<file path="src/rtl/clk_div_gen.sv">
// Multi-channel programmable clock divider / clock-enable generator with glitch-free reconfig.
// Optional global realign input sync_in is built when CLK_DIV_SYNC_EN is defined.
module clk_div_gen #(
    parameter int unsigned NUM_CH  = 4,
    parameter int unsigned CH_W    = 2,
    parameter int unsigned CNT_W   = 16,
    parameter int unsigned DIV_RST = 4
) (
    input  logic              clk,
    input  logic              rst,
    input  logic              cfg_we,
    input  logic [CH_W-1:0]   cfg_ch,
    input  logic [CNT_W-1:0]  cfg_div,
    input  logic [CNT_W-1:0]  cfg_phase,
`ifdef CLK_DIV_SYNC_EN
    input  logic              sync_in,
`endif
    output logic              cfg_ready,
    output logic [NUM_CH-1:0] clk_out,
    output logic [NUM_CH-1:0] clk_en,
    output logic [NUM_CH-1:0] locked
);

    localparam logic [0:0] ST_HOLD = 1'b0;
    localparam logic [0:0] ST_RUN  = 1'b1;

    localparam logic [CNT_W-1:0] ONE = CNT_W'(1);
    localparam logic [CNT_W-1:0] TWO = CNT_W'(2);

    logic [NUM_CH-1:0] pend;
    logic [CNT_W-1:0]  div_clamped;

    assign div_clamped = (cfg_div < TWO) ? TWO : cfg_div;

    always_comb begin
        cfg_ready = 1'b0;
        for (int i = 0; i < NUM_CH; i++) begin
            if (cfg_ch == CH_W'(i)) begin
                cfg_ready = ~pend[i];
            end
        end
    end

    for (genvar g = 0; g < NUM_CH; g++) begin : g_ch
        logic [CNT_W-1:0] div_q, div_d, phase_q, phase_d;
        logic [CNT_W-1:0] sh_div_q, sh_div_d, sh_phase_q, sh_phase_d;
        logic [CNT_W-1:0] cnt_q, cnt_d, hold_q, hold_d;
        logic [0:0]       state_q, state_d;
        logic             pend_q, pend_d;
        logic             out_q, out_d, en_q, en_d, lock_q, lock_d;
        logic             wr;

        // cfg_ready already covers both the range check and the pending flag
        assign wr = cfg_we & cfg_ready & (cfg_ch == CH_W'(g));

        always_comb begin
            div_d      = div_q;
            phase_d    = phase_q;
            sh_div_d   = sh_div_q;
            sh_phase_d = sh_phase_q;
            pend_d     = pend_q;
            cnt_d      = cnt_q;
            hold_d     = hold_q;
            state_d    = state_q;

            if (state_q == ST_HOLD) begin
                if (hold_q <= ONE) begin
                    state_d = ST_RUN;
                    cnt_d   = '0;
                    hold_d  = '0;
                end else begin
                    hold_d = hold_q - ONE;
                end
            end else begin
                if (cnt_q >= div_q - ONE) begin
                    cnt_d = '0;
                    // Only a shadow pending before this boundary cycle may commit here
                    if (pend_q) begin
                        div_d   = sh_div_q;
                        phase_d = sh_phase_q;
                        pend_d  = 1'b0;
                        if (sh_phase_q != '0) begin
                            state_d = ST_HOLD;
                            hold_d  = sh_phase_q;
                        end
                    end
                end else begin
                    cnt_d = cnt_q + ONE;
                end
            end

`ifdef CLK_DIV_SYNC_EN
            if (sync_in) begin
                if (pend_q) begin
                    div_d   = sh_div_q;
                    phase_d = sh_phase_q;
                end
                pend_d  = 1'b0;
                state_d = ST_HOLD;
                cnt_d   = '0;
                hold_d  = pend_q ? sh_phase_q : phase_q;
            end
`endif

            if (wr) begin
                sh_div_d   = div_clamped;
                sh_phase_d = cfg_phase;
                pend_d     = 1'b1;
            end

            // Outputs are computed from next state so they line up with the cnt they describe
            out_d  = (state_d == ST_RUN) && (cnt_d < (div_d >> 1));
            en_d   = (state_d == ST_RUN) && (cnt_d == '0);
            lock_d = (state_d == ST_RUN) && !pend_d;
        end

        always_ff @(posedge clk or posedge rst) begin
            if (rst) begin
                div_q      <= CNT_W'(DIV_RST);
                phase_q    <= '0;
                sh_div_q   <= CNT_W'(DIV_RST);
                sh_phase_q <= '0;
                pend_q     <= 1'b0;
                cnt_q      <= '0;
                hold_q     <= '0;
                state_q    <= ST_HOLD;
                out_q      <= 1'b0;
                en_q       <= 1'b0;
                lock_q     <= 1'b0;
            end else begin
                div_q      <= div_d;
                phase_q    <= phase_d;
                sh_div_q   <= sh_div_d;
                sh_phase_q <= sh_phase_d;
                pend_q     <= pend_d;
                cnt_q      <= cnt_d;
                hold_q     <= hold_d;
                state_q    <= state_d;
                out_q      <= out_d;
                en_q       <= en_d;
                lock_q     <= lock_d;
            end
        end

        assign pend[g]    = pend_q;
        assign clk_out[g] = out_q;
        assign clk_en[g]  = en_q;
        assign locked[g]  = lock_q;
    end

endmodule

</file>
<file path="config.mk">
export PLATFORM = sky130hd
export DESIGN_NAME = clk_div_gen
export DESIGN_NICKNAME = d
export VERILOG_FILES = /design/src/rtl/clk_div_gen.sv
export SDC_FILE = /design/constraint.sdc
export NUM_CORES = 1
export LEC_CHECK = 0
export ABC_AREA = 1
export BUFFER_PORTS_ARGS = -buffer_cell sky130_fd_sc_hd__clkbuf_2
export CORE_MARGIN = 4
export CORE_UTILIZATION = 64
export DETAILED_ROUTE_END_ITERATION = 16
export HOLD_SLACK_MARGIN = 0.06
export PLACE_DENSITY = 0.77
export SYNTH_ARGS = -nofsm -noshare
export SYNTH_HDL_FRONTEND = slang
export SYNTH_SLANG_ARGS = --single-unit
</file>
<file path="constraint.sdc">
create_clock -name clk -period 11.92 [get_ports clk]
set_clock_uncertainty 0.05 [all_clocks]
set_input_delay 0.596 -clock clk [delete_from_list [all_inputs] [get_ports clk]]
set_output_delay 0.596 -clock clk [all_outputs]
set_load 0.02 [all_outputs]
</file>
==> results of run 1 <==
-- layout by cell type (no fill, tap or decap), types with 5 or more instances in the layout --
cell	n
a21oi_1	97
a32oi_1	5
a211oi_1	6
nand3_1	92
xnor2_1	14
nor4_1	26
clkbuf_16	41
nand4_1	32
nor2_1	185
ha_1	136
a22oi_1	9
o21ai_0	241
nand2_1	605
dfstp_2	8
xor2_1	105
a31oi_1	12
dfrtp_1	332
clkinv_2	5
inv_1	400
inv_2	6
o21ai_1	60
nor3_1	57
bufinv_16	8
clkbuf_2	49
clkinvlp_4	5
o22ai_1	46
-- cell usage after synthesis (all sizes together) --
master   instances  area [um2]
and2             3       18.77
a22oi            9       67.56
a21oi           97       485.5
dfrtp          332        8308
a31o             1       8.760
o21a             2       15.01
nand4           32       200.2
ha             136        1702
buf             32       205.2
dfstp            8       210.2
nand3           92       460.4
o21ai          302        1515
nor2           188       713.2
inv            407        1528
o22ai           46       287.8
nand2          606        2277
nor3b            2       15.01
o32ai            2       17.52
a32oi            6       60.06
a22o             3       26.28
o2111ai          1       8.760
clkinv           1       3.750
or2              1       6.260
o41ai            1       8.760
nand3b           3       22.52
xnor2           14       122.6
nor3            60       321.6
o21bai           1       7.510
o211ai           1       7.510
nor4            26       162.7
o31ai            1       7.510
o2bb2ai          2       17.52
a31oi           12       75.07
clkbuf          48       180.2
a221oi           1       8.760
a211oi           6       45.04
xor2           105       919.6
-- per-layer routing --
layer | share of wire | vias to the layer above | global-route usage
met4 | 0.036 | 0 | 0.1110
li1 | - | 8426 | -
met2 | 0.47 | 610 | 0.5026
met5 | 0 | - | 0
met3 | 0.076 | 127 | 0.05734
met1 | 0.42 | 8220 | 0.4102
-- kinds of logic (layout without fill, tap and decap cells) --
kind of cell / after synthesis / after routing
flops: 340 / 340
simple gates: 1013 / 1013
compound gates: 494 / 494
xor+xnor: 119 / 119
buf+inv: 488 / 532
fa+ha+maj: 136 / 136
-- registers in the layout, summed over array words and instances, names as in the netlist --
signal and flops:
g_ch.en_q 4, g_ch.out_q 4, g_ch.state_q 4, g_ch.div_q 64, g_ch.sh_div_q 64, g_ch.sh_phase_q 64, g_ch.cnt_q 64, g_ch.hold_q 64
g_ch.lock_q 4, g_ch.pend_q 4
-- power breakdown --
group | internal, mW | switching, mW
Clock | 0.828 | 0.507
Sequential | 1.25 | 0.0694
Combinational | 0.0713 | 0.133
Total | 2.15 | 0.709
-- cell type report --
type / count / area (um2)
tap: 396 / 495.5
clock inverter: 23 / 346.6
multi-input combinational: 1762 / 9612
inverter: 408 / 1539
sequential: 340 / 8518
timing repair buffer: 54 / 295.3
fill: 2481 / 8855
clock buffer: 47 / 1089
-- how the worst max path moves through the flow --
stage,endpoint,cells after the start
after global routing,g_ch[3].out_q,27
after CTS,g_ch[3].out_q,27
final,g_ch[3].out_q,27
after floorplan,g_ch[0].cnt_q[0],1
after detailed placement,g_ch[3].out_q,27
after global placement,g_ch[3].out_q,27
-- through the flow --
step | cells | setup WS [ns] | cell area (um2)
final | 3030 | 6.293 | 21890
after floorplan | 2590 | 1.864 | 20050
after detailed placement | 2960 | 6.389 | 20460
after global placement | 2960 | 6.723 | 20460
after global routing | 3030 | 5.682 | 21890
after CTS | 3030 | 6.343 | 21890
==> results.ini, run 1 <==
[routing]
num_vias = 17380
antenna_left = 0
dr.pass1.iters = 6
routed_wl_mm = 52.12
detail_route.iter0.violations = 1245
viasPerCell = 5.737
wl_per_cell_um = 17.20
drc = 0

[critical_path]
cp.buffers_inverters = 2
path_max_fanout = 30
startpoint = g_ch[3].div_q[0]
cp_slowest_cell = nand3_1
slowest_delay_ns = 0.70
rr_worst_depth = 27
ff2ff_setup_slack_ns = 6.29
timing.rr.end = g_ch[3].out_q
crit_family = simple AND/OR/NAND/NOR gates
critPathLaunchType = flip-flop
cp.required_ns = 12.34
critPathKind = flip-flop to flip-flop
r2r_start = g_ch[3].div_q[0]
end_kind = flip-flop
critical_path_arrival_ns = 6.05
critPathMostFrequentCell = nand2_1

[power_and_ir_drop]
powerDensity_nw_per_um2 = 130.7
finalPower_mw = 2.861
leakage_nw = 12.38
vdd_ir_drop_max_v = 0.0001325

[timing]
hold_viol_final = 0
slew_violations = 0
setup_tns_ns = 0
fin_crit_sh = 0.4721
relSlewSlack = 0.2438
setup_viol = 0
worstMarginPinSlew_ns = 1.132
period_needed_ns = 5.627
rsz0062_at_grt = no
fmax_mhz = 177.7
whs_ns = 0.1108

[synth]
synth-adder-area-share = 0.08488
synth-simple-area-share = 0.2094
avgSynthCellArea_um2 = 7.740
yosysWarnings = 0
synth_top_family_by_area = simple AND/OR/NAND/NOR gates
synth-compound-area-share = 0.1332
synth-xor-area-share = 0.05199
synth-seq-area-share = 0.4249
synth_area_um2 = 20050
synthCells = 2590
ys_ff_latch = 340
synthMuxAreaShare = 0
ys_types = 47
synth_nets = 2763

[clock_network]
postCtsHoldBufs = 0
post-cts-setup-buffers = 0
cts.sinks = 340
clock-root-buffer = clkbuf_16
clock_path_buffers = 3
h-tree-depth = 2
cts_tree = yes
cts_resized = 0
clk_latency_ns = 0.54
cts.clk_slew.worst_paths_ns = 0.06
cts-buffers-inserted = 38

[layout]
layout-drive-gt1-share = 0.05619
fin_util = 0.7120
n_antenna_cell = 0
layout-area-overhead-vs-synth_pct = 9.218
nets = 2777

[global_routing]
grt_overflow_total = 0
grt_start_max_net_pins = 182
grt_antenna_before_repair = 1
grt_pass1_vias = 16900
grtUsageTotal = 0.3063
grt_pass1_wl_mm = 84.90

[die]
die_area_um2 = 34220
die-width_um = 185.0
die_h_um = 185.0
design.core.area_um2 = 30750
initial_core_util = 0.6519
io_pins = 50
core.rowCount = 64

[worst_hold_path]
min_path_type = primary input to asynchronous set/reset pin

[placed_design]
port_buffers = 49
gp_congestion = 0.9074
dp_hpwl_mm = 37.86

[job]
max_cap_violations = 0

[outcome]
status = finished clean

No activity file was read; power rests on OpenSTA's default activity.
==> inputs of run 2 (changes only) <==
clock period = 5.7 ns   (was 11.92 ns; I/O delays follow)
==> run 2 against run 1 <==
Effect of this change: largest cell class unchanged; register-to-register slack got worse by 5.7 ns; routed wire length grew 0.88%; combinational power grew 120%; flip-flop and latch count is the same; final cell count increased by 0.96%; critical endpoint unchanged; sequential share of layout area down 0.13 points; critical path depth is 1 lower; fmax is 9.9% higher; worst hold slack got worse by 0.011 ns; cell area increased by 0.33%; critical path type unchanged; total power up 96%.
==> results.ini, run 2 (synthesis gave the netlist of run 1 again) <==
[layout]
multi_input_area_um2 = 9635
fin_cells = 3059
layout-drive-gt1-share = 0.05745
seq_area_um2 = 8518
nets = 2806
fin_util = 0.7144
mostFrequentLayoutCell = nand2_1
fillers = 2473
n_antenna_cell = 0
layout-area-overhead-vs-synth_pct = 9.580
layout_common_cells = nand2_1 (604), inv_1 (400), dfrtp_1 (332)

[die]
die_area_um2 = 34220
design.core.area_um2 = 30750
core.rowCount = 64
die-width_um = 185.0
initial_core_util = 0.6519
die_h_um = 185.0
io_pins = 50

[routing]
antenna_left = 0
detail_route.iter0.violations = 1309
wl_per_cell_um = 17.19
num_vias = 17650
drc = 0
routed_wl_mm = 52.58
viasPerCell = 5.770
dr.pass1.iters = 5

[global_routing]
grtUsageTotal = 0.3130
grt_start_max_net_pins = 182
grt_antenna_before_repair = 0
grt_pass1_vias = 17220
grt_overflow_total = 0
grt_pass1_wl_mm = 86.43

[timing]
slew_violations = 0
period_needed_ns = 5.120
worstMarginPinSlew_ns = 1.161
fin_crit_sh = 0.8983
fmax_mhz = 195.3
setup_viol = 0
whs_ns = 0.09980
relSlewSlack = 0.2249
hold_viol_final = 0
setup_tns_ns = 0
rsz0062_at_grt = no

[power_and_ir_drop]
vdd_ir_drop_max_v = 0.0003389
comb_power_share = 0.078
p_int_mw = 4.184
p_sw_frac = 0.2555
clock_power_share = 0.429
switchingPower_mw = 1.436
leakage_nw = 12.42
pwr-share-seq = 0.493
powerDensity_nw_per_um2 = 255.8

[worst_hold_path]
min_to = g_ch[3].sh_div_q[3]
min-delay-start = cfg_div[3]
min_path_type = primary input to flip-flop
whs_path_depth = 3

[clock_network]
clk_latency_ns = 0.54
cts.sinks = 340
clock-root-buffer = clkbuf_16
cts-buffers-inserted = 38
h-tree-depth = 2
clock_path_buffers = 3
cts.clk_slew.worst_paths_ns = 0.06
cts_tree = yes

[job]
max_cap_violations = 0

[critical_path]
end_kind = flip-flop
path_max_fanout = 24
timing.rr.end = g_ch[3].out_q
critPathLaunchType = flip-flop
r2r_start = g_ch[3].div_q[0]
startpoint = g_ch[3].div_q[0]
ff2ff_setup_slack_ns = 0.58
critical_path_arrival_ns = 5.53
rr_worst_depth = 26
critPathKind = flip-flop to flip-flop
cp.required_ns = 6.11

[placed_design]
dp_hpwl_mm = 38.06
gp_congestion = 0.9374
placed_cells = 2971
port_buffers = 49

[outcome]
status = finished clean

-- run 2: changes by cell type in the layout (fill, tap and decap cells not counted), sizes merged --
cell / change
buf: +11
bufinv: -7
clkbuf: +11
clkinv: -2
clkinvlp: -2
dlygate4sd3: +18
-- run 2: through the flow --
stage	setup WS (ns)	cell area, um2	total power [mW]
CTS	0.4650	21940	5.640
global route	0.002398	21970	5.833
detailed placement	0.4840	20540	3.230
finish	0.5799	21970	5.620
global placement	0.7136	20540	3.210
floorplan	0.8250	20050	3.044
-- run 2: timing repair --
item | in CTS | in global routing
hold endpoints to repair | 48 | 0
setup buffers | 0 | 0
endpoints found under the setup margin | 0 | 2
hold buffers | 18 | 0
gates resized for setup | 0 | 5
-- run 2: layout make-up --
class                   count  share of cell area
clock buffers              58             0.05081
repair buffers             83             0.02540
multi-input cells        1762              0.4386
flip-flops and latches    340              0.3878
clock inverters            12            0.004955
well taps                 396             0.02256
inverters                 408             0.06989
-- run 2: how the worst max path moves through the flow --
stage,endpoint,slack (ns),cells past startpoint
floorplan,g_ch[0].cnt_q[0],0.82,1
global placement,g_ch[1].out_q,0.71,27
detailed placement,g_ch[1].out_q,0.48,28
CTS,g_ch[1].out_q,0.47,28
global route,g_ch[3].out_q,0.002,27
finish,g_ch[3].out_q,0.58,26
-- run 2: worst max-delay path, cell delays in order (launching register included) --
cell	delay, ns
dfrtp_1	0.41
inv_1	0.13
ha_1	0.20
nand3_1	0.13
nor3_2	0.18
nand2_1	0.08
nor2_1	0.21
nand2_1	0.07
nor2_1	0.13
nand2_1	0.09
nor3_1	0.21
xor2_1	0.18
inv_1	0.06
ha_1	0.26
nand2_1	0.07
nor3_1	0.24
nand2_1	0.11
nand2_1	0.19
nand3_1	0.26
buf_4	0.30
o21ai_0	0.44
ha_1	0.34
nand2_1	0.07
inv_1	0.05
a221oi_1	0.28
nand3_1	0.12
a21oi_1	0.16
-- run 2: power groups by stage --
stage | sequential, mW | combinational, mW | clock [mW]
final | 2.77 | 0.441 | 2.41
after floorplan | 2.75 | 0.297 | 0
after CTS | 2.77 | 0.437 | 2.44
after global placement | 2.80 | 0.408 | 0
after global routing | 2.79 | 0.505 | 2.54
after detailed placement | 2.81 | 0.423 | 0
-- run 2: per-layer routing --
| metal | up-vias | track usage | wire length [um] |
|---|---|---|---|
| met2 | 609 | 0.5207 | 24940 |
| met1 | 8392 | 0.4194 | 22260 |
| met4 | 0 | 0.1092 | 1910 |
| li1 | 8521 | - | - |
| met5 | - | 0 | 0 |
| met3 | 128 | 0.05145 | 3474 |
